File: src/rtl/mips_run_ctrl_if.sv
// Board-button / breakpoint / core-enable bundle between the run controller and its neighbours.
// The slave side is the controller; the master side drives buttons and the core PC.
interface mips_run_ctrl_if #(
  parameter int PC_WIDTH    = 32,
  parameter int BURST_WIDTH = 8,
  parameter int CNT_WIDTH   = 32
);
  logic                   change_i;
  logic                   step_i;
  logic [BURST_WIDTH-1:0] burst_len;
  logic                   bp_en;
  logic [PC_WIDTH-1:0]    bp_addr;
  logic [PC_WIDTH-1:0]    pc;
  logic                   cpu_en;
  logic [1:0]             mode;
  logic                   bp_hit;
  logic [CNT_WIDTH-1:0]   exec_count;

  modport master (
    output change_i, step_i, burst_len, bp_en, bp_addr, pc,
    input  cpu_en, mode, bp_hit, exec_count
  );

  modport slave (
    input  change_i, step_i, burst_len, bp_en, bp_addr, pc,
    output cpu_en, mode, bp_hit, exec_count
  );
endinterface

File: src/rtl/mips_run_ctrl.sv
// Run/step controller for the MIPS core: debounced run/halt and step buttons drive the
// core clock enable through free-run, single-step, N-step burst and breakpoint halts.

// Synchroniser plus debounce filter; emits a one-cycle pulse on an accepted rising level.
module mips_run_ctrl_deb #(
  parameter int CYCLES = 4
) (
  input  logic clk,
  input  logic rst,
  input  logic raw,
  output logic rise
);
  localparam int CW = $clog2(CYCLES + 1);

  logic [1:0]    sync;
  logic          filt;
  logic [CW-1:0] tmr;

  always_ff @(posedge clk) begin
    if (rst) begin
      sync <= 2'b00;
      filt <= 1'b0;
      tmr  <= CW'(CYCLES - 1);
      rise <= 1'b0;
    end else begin
      sync <= {sync[0], raw};
      rise <= 1'b0;
      if (sync[1] == filt) begin
        tmr <= CW'(CYCLES - 1);
      end else if (tmr == '0) begin
        filt <= sync[1];
        tmr  <= CW'(CYCLES - 1);
        rise <= sync[1];
      end else begin
        tmr <= tmr - CW'(1);
      end
    end
  end
endmodule

// state | meaning
// HALT  | core stopped, waiting for a change or step press
// RUN   | free run until change press or breakpoint
// STEP  | one enabled cycle, then HALT
// BURST | burst_len enabled cycles, abortable by change press or breakpoint
module mips_run_ctrl #(
  parameter int DEBOUNCE_CYCLES = 4,
  parameter int PC_WIDTH        = 32,
  parameter int BURST_WIDTH     = 8,
  parameter int CNT_WIDTH       = 32,
  parameter int RESET_MODE      = 0
) (
  input logic              clk,
  input logic              rst,
  mips_run_ctrl_if.slave   bus
);
  typedef enum logic [1:0] {
    HALT  = 2'b00,
    RUN   = 2'b01,
    STEP  = 2'b10,
    BURST = 2'b11
  } state_t;

  state_t                 state, state_nx;
  logic                   skip, skip_nx;
  logic                   bp_hit_q, bp_hit_nx;
  logic [BURST_WIDTH-1:0] cnt, cnt_nx;
  logic [CNT_WIDTH-1:0]   exec_q;
  logic [PC_WIDTH-1:0]    pc_w;
  logic                   chg_p, stp_p, bp_match, en;

  mips_run_ctrl_deb #(.CYCLES(DEBOUNCE_CYCLES)) u_deb_chg (
    .clk(clk), .rst(rst), .raw(bus.change_i), .rise(chg_p)
  );
  mips_run_ctrl_deb #(.CYCLES(DEBOUNCE_CYCLES)) u_deb_stp (
    .clk(clk), .rst(rst), .raw(bus.step_i), .rise(stp_p)
  );

  assign pc_w     = bus.pc;
  assign bp_match = bus.bp_en & (pc_w == bus.bp_addr) & ~skip;
  // A change press aborts a burst before the cycle executes; elsewhere it only redirects the FSM.
  assign en       = (state != HALT) & ~bp_match & ~((state == BURST) & chg_p);

  always_ff @(posedge clk) begin
    if (rst) begin
      state    <= (RESET_MODE != 0) ? HALT : RUN;
      skip     <= 1'b0;
      bp_hit_q <= 1'b0;
      cnt      <= '0;
      exec_q   <= '0;
    end else begin
      state    <= state_nx;
      skip     <= skip_nx;
      bp_hit_q <= bp_hit_nx;
      cnt      <= cnt_nx;
      if (en) exec_q <= exec_q + CNT_WIDTH'(1);
    end
  end

  always_comb begin
    state_nx  = state;
    skip_nx   = skip;
    bp_hit_nx = bp_hit_q;
    cnt_nx    = cnt;
    if (en) skip_nx = 1'b0;
    unique case (state)
      HALT: begin
        if (chg_p) begin
          state_nx  = RUN;
          skip_nx   = 1'b1;
          bp_hit_nx = 1'b0;
        end else if (stp_p) begin
          skip_nx   = 1'b1;
          bp_hit_nx = 1'b0;
          if (bus.burst_len <= BURST_WIDTH'(1)) begin
            state_nx = STEP;
          end else begin
            state_nx = BURST;
            cnt_nx   = bus.burst_len;
          end
        end
      end
      RUN: begin
        if (chg_p) begin
          state_nx = HALT;
        end else if (bp_match) begin
          state_nx  = HALT;
          bp_hit_nx = 1'b1;
        end
      end
      STEP: state_nx = HALT;
      BURST: begin
        if (chg_p) begin
          state_nx = HALT;
        end else if (bp_match) begin
          state_nx  = HALT;
          bp_hit_nx = 1'b1;
        end else begin
          cnt_nx = cnt - BURST_WIDTH'(1);
          if (cnt == BURST_WIDTH'(1)) state_nx = HALT;
        end
      end
      default: state_nx = HALT;
    endcase
  end

  assign bus.cpu_en     = en;
  assign bus.mode       = state;
  assign bus.bp_hit     = bp_hit_q;
  assign bus.exec_count = exec_q;
endmodule

File: src/flat_wrapper.sv
// flat-port wrapper written by rule: the top's interface ports become plain ports
module mips_run_ctrl_flat 
#(
  parameter int DEBOUNCE_CYCLES = 4,
  parameter int PC_WIDTH        = 32,
  parameter int BURST_WIDTH     = 8,
  parameter int CNT_WIDTH       = 32,
  parameter int RESET_MODE      = 0
)
  (clk, rst, bus_change_i, bus_step_i, bus_burst_len, bus_bp_en, bus_bp_addr, bus_pc, bus_cpu_en, bus_mode, bus_bp_hit, bus_exec_count);
  mips_run_ctrl_if #(.PC_WIDTH(PC_WIDTH), .BURST_WIDTH(BURST_WIDTH), .CNT_WIDTH(CNT_WIDTH)) bus_i ();
  input logic clk;
  input logic rst;
  input wire logic [$bits(bus_i.change_i)-1:0] bus_change_i;
  input wire logic [$bits(bus_i.step_i)-1:0] bus_step_i;
  input wire logic [$bits(bus_i.burst_len)-1:0] bus_burst_len;
  input wire logic [$bits(bus_i.bp_en)-1:0] bus_bp_en;
  input wire logic [$bits(bus_i.bp_addr)-1:0] bus_bp_addr;
  input wire logic [$bits(bus_i.pc)-1:0] bus_pc;
  output wire logic [$bits(bus_i.cpu_en)-1:0] bus_cpu_en;
  output wire logic [$bits(bus_i.mode)-1:0] bus_mode;
  output wire logic [$bits(bus_i.bp_hit)-1:0] bus_bp_hit;
  output wire logic [$bits(bus_i.exec_count)-1:0] bus_exec_count;
  assign bus_i.change_i = bus_change_i;
  assign bus_i.step_i = bus_step_i;
  assign bus_i.burst_len = bus_burst_len;
  assign bus_i.bp_en = bus_bp_en;
  assign bus_i.bp_addr = bus_bp_addr;
  assign bus_i.pc = bus_pc;
  assign bus_cpu_en = bus_i.cpu_en;
  assign bus_mode = bus_i.mode;
  assign bus_bp_hit = bus_i.bp_hit;
  assign bus_exec_count = bus_i.exec_count;
  mips_run_ctrl #(.DEBOUNCE_CYCLES(DEBOUNCE_CYCLES), .PC_WIDTH(PC_WIDTH), .BURST_WIDTH(BURST_WIDTH), .CNT_WIDTH(CNT_WIDTH), .RESET_MODE(RESET_MODE)) u_core (.clk(clk), .rst(rst), .bus(bus_i));
endmodule
File: config.mk
export PLATFORM = sky130hd
export DESIGN_NAME = mips_run_ctrl_flat
export DESIGN_NICKNAME = d
export VERILOG_FILES = /design/src/rtl/mips_run_ctrl_if.sv /design/src/rtl/mips_run_ctrl.sv /design/src/flat_wrapper.sv
export SDC_FILE = /design/constraint.sdc
export NUM_CORES = 1
export LEC_CHECK = 0
export CORE_AREA = 5 5 90 92
export CTS_CLUSTER_DIAMETER = 30
export CTS_CLUSTER_SIZE = 40
export DETAILED_ROUTE_END_ITERATION = 10
export DIE_AREA = 0 0 95 97
export PLACE_DENSITY_LB_ADDON = 0.2
export SYNTH_ARGS = -nofsm -noshare
export SYNTH_HDL_FRONTEND = slang
export SYNTH_SLANG_ARGS = --single-unit
File: constraint.sdc
create_clock -name clk -period 6.1 [get_ports clk]
set_input_delay 1.22 -clock clk [delete_from_list [all_inputs] [get_ports clk]]
set_output_delay 1.22 -clock clk [all_outputs]
set_load 0.01 [all_outputs]
==> flow_summary.toml <==
[logic_synthesis]
async_flop_share = 0
synth-seq-area-share = 0.333
netlist_instances = 416
synth-edff-count = 0
synth_seq_cells = 58
synth_flop_cell = "dfxtp_1"
synth_area_mm2 = 0.00349
yosysWarnings = 0
syn-num-nets = 500
synth_cell_type_count = 58
syn_area_per_cell_um2 = 8.39

[power]
power_uw = 897
p_per_area_mw_per_mm2 = 185
p_leak_nw = 1.81
ir_drop_mv = 0.164

[drt]
dr.pass1.iters = 4
postRouteAntennaNets = 0
dr_total_vias = 3507
drt-total-wl_um = 9520
drt-initial-drc-count = 202
via_per_inst = 5.63
remaining_drc_errors = 0
routedWlPerCell_um = 15.3

[grt]
top_usage_layer = "met2"
met2_usage = 0.376
grt_pass1_wl_um = 15700
use_met3 = 0.0419
antenna_found_initial = 0
track_usage = 0.209
grt_pass1_vias = 3296
grt-ovfl-total = 0
grtUsageMet1 = 0.249
grt_max_degree = 55

[timing]
max_freq_mhz = 212
fin_setup_tns_ns = 0
finalMaxSlewViolations = 0
fin_crit_ns = 4.71
layout_setup_ws_ns = 1.39
setup_viol = 0
hold_viol_final = 0
rsz0062_at_grt = "false"
clock-skew-final_ns = 0.00988
min_period_over_period = 0.772
max_slew_margin = 0.227
tightest_slew_ns = 1.16
whs_ns = 0.388

[clock_tree]
numCtsBuffers = 9
cts_sinks = 58
cts.repair.resized = 0
cts_setup_buffers = 0
clk_pin_slew_worst_paths_ns = 0.07
cts.path.max_buffers = 2
clock_latency_ns = 0.33
cts_max_level = 3
holdBufCountCts = 0
cts_tree = "yes"
root_buffer = "clkbuf_8"

[final_layout]
antenna_cells = 0
area_delta_synth_final_pct = 38.9
post-route-util = 0.679
mostFrequentLayoutCell = "clkdlybuf4s50_1"
layout.nets = 603
drive_above_1_share = 0.0744
final_cell_mix = "111 x clkdlybuf4s50_1, 58 x dfxtp_1, 36 x a21oi_1"

[worst_hold_path]
hold_depth = 1
min_path_type = "flip-flop to flip-flop"
min_to = "u_core.u_deb_chg.tmr[0]"
worstHoldStart = "u_core.u_deb_chg.tmr[0]"

[floorplan]
start_util = 0.489
core_area_mm2 = 0.00714
io_pins = 113
dieHeight_um = 97
num_rows = 31
die_width_um = 95
die_area_mm2 = 0.00922

[run]
drv_cap = 0

[setup_path]
cp.arrival_ns = 3.49
reg2reg_depth = 6
path_class = "primary input to output port"
crit_cells = 8
cp.required_ns = 4.88
worst_path_max_delay_cell = "clkdlybuf4s50_1"
r2r_end = "u_core.cnt[7]"
worstPathMaxFanout = 34
r2r-start = "u_core.skip"
slowest_delay_ns = 0.48
reg2reg_setup_slack_ns = 3.58
cp_top_family = "buffers and inverters"
critPathCaptureType = "output port"
setup.worst_path.start_class = "primary input"
cpMostUsedCell = "clkdlybuf4s50_1"
critPathBufInv = 3
crit_chain = "clkdlybuf4s50_1 > xor2_1 > nor4_1 > nand4_1 > nor3_4 > buf_4 > nor2_1 > clkdlybuf4s50_1"

[placement]
dp_slack_ns = 1.37
dp_hpwl_um = 7170
gp_congestion = 0.838
io_buffers = 112

[status]
run_status = "completed"
cell type report:
| type | count | area (um^2) |
|---|---|---|
| tap | 99 | 124 |
| multi-input combinational | 321 | 2140 |
| timing repair buffer | 114 | 1130 |
| clock buffer | 12 | 165 |
| sequential | 58 | 1160 |
| clock inverter | 4 | 72.6 |
| inverter | 15 | 56.3 |
| fill | 620 | 2290 |
worst reg2reg max path, cell delays in order, from the launching register on:
cell,delay (ns)
dfxtp_1,0.31
nand2b_1,0.15
nor4_1,0.26
nand3_1,0.19
nor3_4,0.95
a2111oi_0,0.28
a31o_2,0.28
per-stage QoR:
step           cells  instance area, um^2
2_1_floorplan    416                 3490
3_3_place_gp     607                 4610
3_5_place_dp     607                 4610
4_1_cts          623                 4850
5_1_grt          623                 4850
6_report         623                 4850
metal layers:
metal	wire [um]	vias up	part of all wire
li1	-	1749	-
met1	3760	1671	0.39
met2	5230	76	0.55
met3	416	11	0.044
met4	114	0	0.012
met5	0	-	0
cell usage after synthesis, types with 3 or more instances:
master	n	area share
a211oi_1	4	0.0086
a21o_1	4	0.0086
a21oi_1	36	0.052
a31o_2	4	0.010
and3_1	3	0.0054
buf_4	5	0.011
clkbuf_1	11	0.012
dfxtp_1	58	0.33
ha_1	7	0.025
inv_1	15	0.016
mux2i_1	6	0.017
nand2_1	28	0.030
nand3_1	15	0.022
nand4_1	7	0.013
nor2_1	30	0.032
nor2b_1	15	0.027
nor3_1	16	0.023
nor4_1	9	0.016
o21ai_0	8	0.011
o31ai_1	25	0.054
or2_2	3	0.0054
or3_1	6	0.011
or4_1	23	0.049
xnor2_1	4	0.010
xor2_1	31	0.078
state kept, by name (all words and copies together) (netlist names), 2 cells and up:
| register | flops |
|---|---|
| u_core.u_deb_stp.tmr | 3 |
| u_core.bus.exec_count | 32 |
| u_core.cnt | 8 |
| u_core.u_deb_stp.sync | 2 |
| u_core.bus.mode | 2 |
| u_core.u_deb_chg.sync | 2 |
| u_core.u_deb_chg.tmr | 3 |
worst max path at each step:
stage / end / from
after CTS: bus_cpu_en / bus_bp_addr[28]
after global placement: bus_cpu_en / bus_bp_addr[31]
after detailed placement: bus_cpu_en / bus_bp_addr[28]
final: bus_cpu_en / bus_bp_addr[31]
after floorplan: bus_cpu_en / bus_bp_addr[31]
after global routing: bus_cpu_en / bus_bp_addr[28]
power breakdown:
part / internal [mW] / total (mW) / switching, mW
registers: 0.382 / 0.385 / 0.00280
logic: 0.0621 / 0.0992 / 0.0371
clock network: 0.263 / 0.413 / 0.151
cell families after synthesis:
group	synth area share
XOR/XNOR	0.0879
buffers and inverters	0.0567
AO/OA/AOI/OAI	0.185
adder cells (fa/ha/maj)	0.0251
multiplexers	0.0204
AND/OR/NAND/NOR	0.292
flip-flops	0.333
Power figures use the tool's default switching activity.
